**config.mk**
```make
export PLATFORM = sky130hd
export DESIGN_NAME = axis_frame_gen
export DESIGN_NICKNAME = d
export VERILOG_FILES = /design/src/rtl/axis_frame_gen.sv
export SDC_FILE = /design/constraint.sdc
export NUM_CORES = 1
export LEC_CHECK = 0
export ABC_AREA = 1
export CAP_MARGIN = 20
export CORE_MARGIN = 10
export CORE_UTILIZATION = 45
export CTS_CLUSTER_SIZE = 14
export DETAILED_ROUTE_END_ITERATION = 12
export PLACE_DENSITY_LB_ADDON = 0.1
export SYNTH_ARGS = -nofsm -noshare
export SYNTH_HDL_FRONTEND = slang
export SYNTH_SLANG_ARGS = --single-unit
```
**constraint.sdc**
```tcl
create_clock -name clk -period 2.5 [get_ports clk]
set_input_delay 0.5 -clock clk [delete_from_list [all_inputs] [get_ports clk]]
set_output_delay 0.5 -clock clk [all_outputs]
set_load 0.02 [all_outputs]
```
**src/rtl/axis_frame_gen.sv**
```systemverilog
// axis_frame_gen: command-driven AXI-Stream frame source.
// Each accepted command emits one frame of incrementing bytes starting at a seed.
// The final beat can carry a bad-frame mark in tuser.
// It keeps frame and byte counters for end-to-end checks.
// Optional macro AXIS_FRAME_GEN_STATUS_EN adds FIFO status pulse counters
// (good_count, bad_count, ovf_count).
module axis_frame_gen #(
  parameter int DATA_WIDTH  = 8,
  parameter int KEEP_ENABLE = (DATA_WIDTH > 8),
  parameter int KEEP_WIDTH  = DATA_WIDTH / 8,
  parameter int USER_WIDTH  = 1,
  parameter int LEN_WIDTH   = 16
) (
  input  logic                  clk,
  input  logic                  rst_n,
  input  logic                  cmd_valid,
  output logic                  cmd_ready,
  input  logic [LEN_WIDTH-1:0]  cmd_len,
  input  logic [7:0]            cmd_seed,
  input  logic                  cmd_bad,
  output logic [DATA_WIDTH-1:0] m_axis_tdata,
  output logic [KEEP_WIDTH-1:0] m_axis_tkeep,
  output logic                  m_axis_tvalid,
  input  logic                  m_axis_tready,
  output logic                  m_axis_tlast,
  output logic [USER_WIDTH-1:0] m_axis_tuser,
  output logic                  busy,
  output logic [31:0]           frame_count,
  output logic [31:0]           byte_count
`ifdef AXIS_FRAME_GEN_STATUS_EN
  ,
  input  logic                  status_good_frame,
  input  logic                  status_bad_frame,
  input  logic                  status_overflow,
  output logic [31:0]           good_count,
  output logic [31:0]           bad_count,
  output logic [31:0]           ovf_count
`endif
);

  typedef enum logic {IDLE = 1'b0, SEND = 1'b1} state_t;

  localparam logic [LEN_WIDTH:0] KW_L = (LEN_WIDTH + 1)'(KEEP_WIDTH);

  state_t               state;
  // Bytes still to send, including the beat currently presented.
  logic [LEN_WIDTH-1:0] rem_bytes;
  // Value of lane 0 of the beat currently presented.
  logic [7:0]           base_byte;
  logic                 bad_q;

  logic                  accept;
  logic                  hs;
  logic [LEN_WIDTH-1:0]  nxt_rem;
  logic [7:0]            nxt_base;
  logic                  nxt_bad;
  logic                  nxt_last;
  logic [KEEP_WIDTH-1:0] nxt_mask;
  logic [DATA_WIDTH-1:0] nxt_data;

  function automatic logic [31:0] popcount(input logic [KEEP_WIDTH-1:0] k);
    logic [31:0] n;
    n = '0;
    for (int i = 0; i < KEEP_WIDTH; i++) n = n + 32'(k[i]);
    return n;
  endfunction

  assign accept = (state == IDLE) && cmd_valid && cmd_ready;
  assign hs     = m_axis_tvalid && m_axis_tready;

  // Build the beat to present next: the first beat of a new command, or the successor of the current beat.
  always_comb begin
    if (accept) begin
      nxt_rem  = (cmd_len == '0) ? LEN_WIDTH'(1) : cmd_len;
      nxt_base = cmd_seed;
      nxt_bad  = cmd_bad;
    end else begin
      nxt_rem  = rem_bytes - LEN_WIDTH'(KEEP_WIDTH);
      nxt_base = base_byte + 8'(KEEP_WIDTH);
      nxt_bad  = bad_q;
    end
    nxt_last = ({1'b0, nxt_rem} <= KW_L);
    nxt_mask = '0;
    nxt_data = '0;
    for (int i = 0; i < KEEP_WIDTH; i++) begin
      nxt_mask[i] = !nxt_last || ({1'b0, nxt_rem} > (LEN_WIDTH + 1)'(i));
      nxt_data[i*8 +: 8] = nxt_mask[i] ? (nxt_base + 8'(i)) : 8'h00;
    end
  end

  // Frame FSM with registered handshake, payload and counters.
  always_ff @(posedge clk or negedge rst_n) begin
    if (!rst_n) begin
      state         <= IDLE;
      cmd_ready     <= 1'b0;
      busy          <= 1'b0;
      m_axis_tvalid <= 1'b0;
      m_axis_tlast  <= 1'b0;
      m_axis_tdata  <= '0;
      m_axis_tkeep  <= '0;
      m_axis_tuser  <= '0;
      rem_bytes     <= '0;
      base_byte     <= '0;
      bad_q         <= 1'b0;
      frame_count   <= '0;
      byte_count    <= '0;
    end else begin
      case (state)
        IDLE: begin
          cmd_ready <= 1'b1;
          if (accept) begin
            state         <= SEND;
            cmd_ready     <= 1'b0;
            busy          <= 1'b1;
            m_axis_tvalid <= 1'b1;
            m_axis_tdata  <= nxt_data;
            m_axis_tkeep  <= (KEEP_ENABLE != 0) ? nxt_mask : {KEEP_WIDTH{1'b1}};
            m_axis_tlast  <= nxt_last;
            m_axis_tuser  <= {USER_WIDTH{nxt_bad && nxt_last}};
            rem_bytes     <= nxt_rem;
            base_byte     <= nxt_base;
            bad_q         <= nxt_bad;
          end
        end
        SEND: begin
          if (hs) begin
            byte_count <= byte_count + popcount(m_axis_tkeep);
            if (m_axis_tlast) begin
              state         <= IDLE;
              frame_count   <= frame_count + 32'd1;
              cmd_ready     <= 1'b1;
              busy          <= 1'b0;
              m_axis_tvalid <= 1'b0;
              m_axis_tlast  <= 1'b0;
              m_axis_tuser  <= '0;
            end else begin
              m_axis_tdata  <= nxt_data;
              m_axis_tkeep  <= (KEEP_ENABLE != 0) ? nxt_mask : {KEEP_WIDTH{1'b1}};
              m_axis_tlast  <= nxt_last;
              m_axis_tuser  <= {USER_WIDTH{nxt_bad && nxt_last}};
              rem_bytes     <= nxt_rem;
              base_byte     <= nxt_base;
            end
          end
        end
        default: state <= IDLE;
      endcase
    end
  end

`ifdef AXIS_FRAME_GEN_STATUS_EN
  // Count FIFO status pulses, one increment per cycle a pulse is high.
  always_ff @(posedge clk or negedge rst_n) begin
    if (!rst_n) begin
      good_count <= '0;
      bad_count  <= '0;
      ovf_count  <= '0;
    end else begin
      if (status_good_frame) good_count <= good_count + 32'd1;
      if (status_bad_frame)  bad_count  <= bad_count + 32'd1;
      if (status_overflow)   ovf_count  <= ovf_count + 32'd1;
    end
  end
`endif

endmodule

```
Yosys cells after proc, flatten, opt, wreduce, memory -nomap -nowiden
Cells that the tools add are included.

Register bits: 103. Input bits: 29. Output and inout port bits: 78. Logic and storage cells: 77.

$add $sub $neg: 4. Order comparisons: 2. Eq/ne operators: 4. Multiplexer cells: 40. Bitwise operators: 1. Reduce and logical (&&, ||, !) cells: 14.

Operators by type and width (number): two-way mux 16 bit (5); two-way mux 8 bit (8); adder 32 x 1 -> 32 bit (1); adder 32 x 1 -> 32 bit (second input constant) (1); one-hot mux 16 bit (2 select lines) (1); one-hot mux 8 bit (2 select lines) (2); two-way mux 1 bit (18); greater-than comparator 16 x 1 -> 1 bit (second input constant) (1); less-or-equal comparator 16 x 1 -> 1 bit (second input constant) (1); zero test 16 bit (1); subtractor 16 x 1 -> 16 bit (second input constant) (1); one-hot mux 1 bit (2 select lines) (6); AND reduction 3 bit (3); adder 8 x 1 -> 8 bit (second input constant) (1); AND reduction 2 bit (4); != test 2 bit (second input constant) (3); logical AND 1 bit (4); != test 2 x 1 -> 1 bit (second input constant) (1); zero test 1 bit (1); logical OR 1 bit (1); NOT 1 bit (1).

Depth between registers and ports, before layout
Gate-level depths: netlist (run 1).

Depth after elaboration: 11. Depth in mapped cells: 14. Gate-level depth less buffers: 14.

Worst setup path after synthesis (run 1)
OpenSTA, ideal clock, no wires.

Kind: reg2reg. Start point: register byte_count[0]. End point: register byte_count[28]. Setup time: 0.129 ns. Data arrival time: 1.791 ns. Data required time: 2.371 ns. Setup slack: 0.580 ns. Cell stages (with the launch flop): 11. Buffers on the path: 0. Clock period less this slack: 1.920 ns. Cells stage by stage: dfrtp_1 > ha_1 > ha_1 > nand3_1 > nor2_2 > nand2_2 > nor3_4 > nand3_2 > nor2_2 > nand2_1 > xnor2_1.

Longest elaborated chain between the ends: 1.

RTL lines: start, declared (line 29) `output logic [31:0] byte_count`; start signal, assigned (line 127) `byte_count <= byte_count + popcount(m_axis_tkeep);`; adder 32 x 1 -> 32 bit (line 127).

Every way passes these cells. A chain may end at the register's enable or synchronous reset.

Worst setup path after layout (run 1)
Start point: register rem_bytes[0]. End point: register m_axis_tdata[7].

Longest elaborated chain between the ends: 9. Elaborated cells on any way between the ends: 11. Those cells by class: 1 x add/sub; 2 x order compare; 6 x mux; 2 x reduce/logical.

RTL lines: start, declared (line 47) `logic [LEN_WIDTH-1:0] rem_bytes;`; start signal, assigned (line 120) `rem_bytes <= nxt_rem;`; start signal, assigned (line 141) `rem_bytes <= nxt_rem;`; subtractor 16 x 1 -> 16 bit * (line 78) `nxt_rem = rem_bytes - LEN_WIDTH'(KEEP_WIDTH);`; two-way mux 16 bit * (line 73) `if (accept) begin`; less-or-equal comparator 16 x 1 -> 1 bit (line 82) `nxt_last = ({1'b0, nxt_rem} <= KW_L);`; zero test 1 bit (line 86) `nxt_mask[i] = !nxt_last || ({1'b0, nxt_rem} > (LEN_WIDTH + 1)'(i));`; logical OR 1 bit * (line 86); two-way mux 8 bit * (line 87) `nxt_data[i*8 +: 8] = nxt_mask[i] ? (nxt_base + 8'(i)) : 8'h00;`; two-way mux 8 bit (line 128) `if (m_axis_tlast) begin`; two-way mux 8 bit (line 126) `if (hs) begin`; one-hot mux 8 bit (2 select lines) * (line 108) `case (state)`; end signal, assigned (line 116) `m_axis_tdata <= nxt_data;`; end signal, assigned (line 137) `m_axis_tdata <= nxt_data;`; end, declared (line 21) `output logic [DATA_WIDTH-1:0] m_axis_tdata,`.

Every way passes the cells marked *; elsewhere a longest branch is shown, timed or not. The select of a mux whose other input is x is not followed.

==> results.yml, run 1 <==
grt:
  gr-usage-all-layers_pct: 16.94
  grt_max_degree: 44
  grt_pass1_wl_um: 24840
  antenna_found_initial: 0
  overflow: 0
  grt_pass1_vias: 5049
sta:
  setup_viol: 0
  fin_skew_ns: 0.005848
  hold_viol: 0
  tightestPinTransition_ns: 0.5885
  fmax_mhz: 450.3
  rsz0062_at_grt: "false"
  period_minus_slack_ns: 2.221
  setup_tns_ns: 0
  maxSlewViolCount: 0
  fin_crit_sh_pct: 88.83
  slew-limit-headroom_pct: 60.46
cts:
  cts_buffers: 9
  cts_tree: "built"
  clk_path_buf_depth: 2
  cts_hold_buf: 0
  cts_setup_buffers: 0
  clkTransAtPathRegs_ns: 0.07
  cts_resized: 0
  clock-sinks: 103
  ctsHtreeMaxLevel: 3
  cts_root_buffer: "clkbuf_16"
  clk_latency_ns: 0.35
pwr:
  p_int_mw: 3.674
  swShare_pct: 38.13
  p_clk_share_pct: 24.8
  combPwrFrac_pct: 36.8
  powerDensity_nw_per_um2: 805.1
  p_sw_mw: 2.264
  power_leakage_nw: 3.513
  peakVddDrop_v: 0.0004247
  share_seq_of_total_power_pct: 38.4
floorplan:
  core-area_um2: 12110
  fp.dieW_um: 131.7
  initial_core_util_pct: 46.39
  die_height_um: 131.7
  ios: 107
  num_rows: 40
  die-area_um2: 17360
routing:
  drt_wl_total_um: 14440
  vias: 5046
  viasPerCell: 4.967
  ant_nets: 0
  first_pass_iters: 5
  avgRoutedWirePerCell_um: 14.22
  drc: 0
  dr.first_iter.drc_count: 301
critical_path:
  worstPathArrival_ns: 2.47
  r2r_slack_ns: 0.28
  critPathKind: "reg -> reg"
  r2r_cells: 13
  reg2reg_to: "m_axis_tdata[7]"
  worstPathMaxFanout: 8
  cp-end-kind: "register"
  rr_startpoint: "rem_bytes[0]"
  critPathRequiredTime_ns: 2.75
  crit_path_start_kind: "register"
final_layout:
  area_growth_pct: 31.26
  n_fill_cell: 1090
  seqCellArea_um2: 2577
  fin_area_um2: 7376
  diodes: 0
  final_cells: 1016
  drive_above_1_share_pct: 9.670
  num-nets-final: 878
  multi_input_area_um2: 2671
job:
  max-cap-violations: 0
logic_synthesis:
  syn_area_per_cell_um2: 7.948
  yosysTopAreaCell: "dfrtp_1"
  syn_inst: 707
  yosysTopAreaCellShare_pct: 45.87
  yosysWarnings: 0
  syn_nets: 741
  syn-cell-area_um2: 5619
  synth-seq-area-share_pct: 45.87
  synth_cell_types: 34
  netlist_top_cells_area: "dfrtp_1 46%, nand2_1 14%, xor2_1 6.5%, inv_1 5.3%, nor2_1 4.5%"
  ys_ff_latch: 103
placement:
  gp_congestion: 0.9149
  io_buffers: 106
  placed_cell_area_um2: 7071
  dp.cells: 1001
  hpwl_um: 11170
min_path:
  hold_path_class: "in -> async"
outcome:
  status: "completed"
## cell families after synthesis
family                   synth area share, %
AND/OR/NAND/NOR                        32.58
flip-flops                             45.87
buffers and inverters                  6.591
XOR/XNOR                               9.975
AO/OA/AOI/OAI                          3.874
adder cells (fa/ha/maj)                1.113
## synth_stat cells
cell / number
a21boi_0: 1
a31oi_1: 2
buf_2: 5
buf_4: 3
buf_6: 1
clkbuf_1: 3
dfrtp_1: 103
ha_1: 5
inv_1: 79
inv_2: 1
nand2_1: 211
nand2_2: 5
nand3_1: 45
nand3_2: 5
nand3_4: 1
nand3b_1: 2
nand4_1: 18
nor2_1: 68
nor2_2: 6
nor2_4: 5
nor3_1: 18
nor3_2: 5
nor3_4: 1
nor3b_1: 1
nor3b_2: 1
nor4_1: 4
nor4b_1: 1
o21ai_0: 36
o21ai_1: 2
o21bai_1: 1
or2_2: 3
or2_4: 1
xnor2_1: 22
xor2_1: 42
## metrics by stage
stage	total power [mW]	hold WS (ns)	utilization (%)	setup WS, ns
final	5.939	0.1239	60.90	0.2794
after global routing	6.403	0.1577	60.90	0.08595
after CTS	5.996	0.1482	60.90	0.2839
after detailed placement	4.501	0.4638	58.38	-0.02781
after global placement	4.453	0.4637	58.38	0.03005
after floorplan	3.674	0.2044	-	0.5799
## routing by layer
layer	wire length, um	global-route usage, %	share of wire [%]	vias up
met5	0	0	0	-
li1	-	-	-	2503
met3	762	3.735	5.3	19
met4	254	6.119	1.8	0
met1	6545	21.30	45	2369
met2	6880	27.94	48	155
## cell usage in the layout (no fill, tap or decap), types with 2 or more instances in the layout
cell type and count:
a31oi_1 2, buf_4 32, clkbuf_16 9, clkbuf_8 2, clkdlybuf4s50_1 105, dfrtp_1 103
ha_1 5, inv_1 79, inv_6 2, nand2_1 211, nand2_2 5, nand3_1 45
nand3_2 5, nand3b_1 2, nand4_1 18, nor2_1 68, nor2_2 6, nor2_4 5
nor3_1 18, nor3_2 5, nor4_1 4, o21ai_0 36, o21ai_1 2, or2_2 3
xnor2_1 22, xor2_1 42
## area by class of cell
cell class / count / area share [%]
inverter: 80 / 4.071
clock inverter: 4 / 0.7125
timing repair buffer: 138 / 17.78
tap: 168 / 2.850
multi-input combinational: 512 / 36.22
clock buffer: 11 / 3.427
sequential: 103 / 34.94
## worst max-delay path, stage by stage (launching register included)
cell and delay, ns:
dfrtp_1 0.38, inv_1 0.16, ha_1 0.24, nand2_1 0.16
nor2_1 0.22, nand3_1 0.10, nand2_1 0.07, nand2_1 0.04
nand2_1 0.08, nand2_1 0.08, nor2_1 0.15, nand3_2 0.23
nand2_1 0.14, nand2_1 0.05
## worst max-delay path by stage
stage                  startpoint  cells after the start               to  slack [ns]
floorplan           byte_count[0]                     10   byte_count[28]        0.58
global placement    m_axis_tready                      9  frame_count[25]        0.03
detailed placement  m_axis_tready                      9  frame_count[25]       -0.03
CTS                  rem_bytes[0]                     13  m_axis_tdata[7]        0.28
global route         rem_bytes[0]                     13  m_axis_tdata[3]        0.09
finish               rem_bytes[0]                     13  m_axis_tdata[7]        0.28
## power groups by stage
| stage | Clock [mW] | Sequential (mW) | Combinational (mW) |
|---|---|---|---|
| after global placement | 0 | 2.30 | 2.15 |
| after detailed placement | 0 | 2.30 | 2.20 |
| after floorplan | 0 | 2.40 | 1.27 |
| after global routing | 1.59 | 2.33 | 2.49 |
| final | 1.47 | 2.28 | 2.19 |
| after CTS | 1.51 | 2.27 | 2.21 |
## flip-flops by register name, indices dropped and copies added (netlist names), 8 cells and up
signal / count
rem_bytes: 16
byte_count: 32
base_byte: 8
m_axis_tdata: 8
frame_count: 32
(Power assumes the default switching activity.)
==> run 2: changes to the inputs <==
--- a/config.mk
+++ b/config.mk
@@ -12,6 +12,7 @@
 export CTS_CLUSTER_SIZE = 14
 export DETAILED_ROUTE_END_ITERATION = 12
 export PLACE_DENSITY_LB_ADDON = 0.1
+export SKIP_CTS_REPAIR_TIMING = 1
 export SYNTH_ARGS = -nofsm -noshare
 export SYNTH_HDL_FRONTEND = slang
 export SYNTH_SLANG_ARGS = --single-unit
==> results of run 2 <==
Final layout, timing and power as in run 1 (identical DEF).
==> run 3: changes to the inputs <==
--- a/config.mk
+++ b/config.mk
@@ -8,7 +8,7 @@
 export ABC_AREA = 1
 export CAP_MARGIN = 20
 export CORE_MARGIN = 10
-export CORE_UTILIZATION = 45
+export CORE_UTILIZATION = 53
 export CTS_CLUSTER_SIZE = 14
 export DETAILED_ROUTE_END_ITERATION = 12
 export PLACE_DENSITY_LB_ADDON = 0.1
==> results.yml, run 3 (synthesis results as in run 1) <==
critical_path:
  worstPathMaxFanout: 8
  crit_path_start_kind: "register"
  worstPathArrival_ns: 2.40
  critPathRequiredTime_ns: 2.77
  cp-end-kind: "register"
  critPathKind: "reg -> reg"
routing:
  first_pass_iters: 5
  ant_nets: 0
  drc: 0
  dr.first_iter.drc_count: 370
  vias: 4993
  viasPerCell: 5.126
  avgRoutedWirePerCell_um: 14.15
  drt_wl_total_um: 13790
floorplan:
  fp.dieW_um: 123.0
  ios: 107
  num_rows: 37
  initial_core_util_pct: 54.43
  core-area_um2: 10320
  die-area_um2: 15120
  die_height_um: 123.0
sta:
  hold_viol: 0
  period_minus_slack_ns: 2.131
  fin_skew_ns: 0.007070
  setup_tns_ns: 0
  rsz0062_at_grt: "false"
  fmax_mhz: 469.2
  setup_viol: 0
  slew-limit-headroom_pct: 58.45
  fin_crit_sh_pct: 85.25
  tightestPinTransition_ns: 0.6232
  maxSlewViolCount: 0
final_layout:
  area_growth_pct: 27.01
  diodes: 0
  top_regs: "byte_count (32), frame_count (32), rem_bytes (16)"
  final_common_cell: "nand2_1"
  n_fill_cell: 897
  num-nets-final: 867
  layout_common_cells: "211 x nand2_1, 105 x clkdlybuf4s50_1, 103 x dfrtp_1"
  drive_above_1_share_pct: 8.353
pwr:
  power_mw: 5.500
  swShare_pct: 39.97
  share_seq_of_total_power_pct: 41.5
  powerDensity_nw_per_um2: 770.7
  power_leakage_nw: 3.404
  p_int_mw: 3.302
  p_clk_share_pct: 18.9
  peakVddDrop_v: 0.0005440
  combPwrFrac_pct: 39.6
  p_sw_mw: 2.198
placement:
  hpwl_um: 10740
  gp_congestion: 0.9284
  io_buffers: 106
cts:
  clk_latency_ns: 0.38
  ctsHtreeMaxLevel: 3
  cts_buffers: 9
  clock-sinks: 103
  clk_path_buf_depth: 2
  cts_tree: "built"
  cts_root_buffer: "clkbuf_8"
  clkTransAtPathRegs_ns: 0.09
grt:
  overflow: 0
  antenna_found_initial: 0
  grt_pass1_vias: 4985
  grt_max_degree: 48
  gr-usage-all-layers_pct: 18.89
  grt_pass1_wl_um: 23130
job:
  max-cap-violations: 0
outcome:
  status: "completed"
min_path:
  hold_path_class: "in -> async"
==> run 3: cell count changes in the layout (fill, tap and decap cells not counted) <==
| cell | delta |
|---|---|
| buf_4 | -11 |
| clkinv_4 | +1 |
| clkbuf_16 | -9 |
| inv_6 | -1 |
| clkinv_2 | +1 |
| clkbuf_8 | +7 |
| clkbuf_1 | +2 |
==> run 3: path summary, 6_finish.rpt <==
path,startpoint,end,slack [ns],depth (start not counted)
min in group clk,frame_count[31],frame_count[31],0.47,1
max in group asynchronous,rst_n,m_axis_tdata[3],1.70,2
max,rem_bytes[0],m_axis_tdata[4],0.37,14
max reg2reg,rem_bytes[0],m_axis_tdata[4],0.37,14
min,rst_n,byte_count[18],0.12,1
min reg2reg,frame_count[31],frame_count[31],0.47,1
==> run 3: final cells by class <==
class                   instances  area (um^2)  area share (%)
well taps                     136        170.2           2.384
multi-input cells             512         2671           37.43
flip-flops and latches        103         2577           36.12
repair buffers                127         1229           17.22
clock buffers                  11        131.4           1.841
clock inverters                 5        57.56          0.8065
inverters                      80        300.3           4.208
==> run 3: metrics by stage <==
stage                     util [%]  hold WS (ns)  area [um^2]  cells  setup WS (ns)
after global placement       67.30        0.4577         6948    958        0.05484
after global routing         69.13        0.1458         7137    974         0.1193
final                        69.13        0.1235         7137    974         0.3686
after floorplan                  -        0.2044         5619    707         0.5799
after CTS                    69.13        0.1328         7137    974         0.3537
after detailed placement     67.30        0.4655         6948    958       0.008864
==> run 3: power by group through the flow <==
stage / Clock (mW) / Sequential, mW / Combinational [mW]
6_report: 1.04 / 2.28 / 2.18
5_1_grt: 1.16 / 2.33 / 2.49
4_1_cts: 1.07 / 2.28 / 2.19
3_5_place_dp: 0 / 2.31 / 2.19
3_3_place_gp: 0 / 2.31 / 2.13
2_1_floorplan: 0 / 2.40 / 1.27
==> run 3: critical path, stage by stage (launching register included) <==
cell and delay (ns):
dfrtp_1 0.39, inv_1 0.14, ha_1 0.23, nand2_1 0.14, nor2_1 0.20, nand3_1 0.09, nand2_1 0.08, nand2_1 0.05
nand2_1 0.07, nand2_1 0.05, nor2_1 0.09, buf_4 0.14, nand3_2 0.19, nand2_1 0.12, nand2_1 0.06
==> run 3: layer usage <==
metal | track usage, % | vias up | share of wire, %
met5 | 0 | - | 0
met4 | 5.670 | 0 | 1.5
met3 | 5.652 | 19 | 6.9
met2 | 31.99 | 153 | 49
met1 | 22.74 | 2338 | 42
li1 | - | 2483 | -
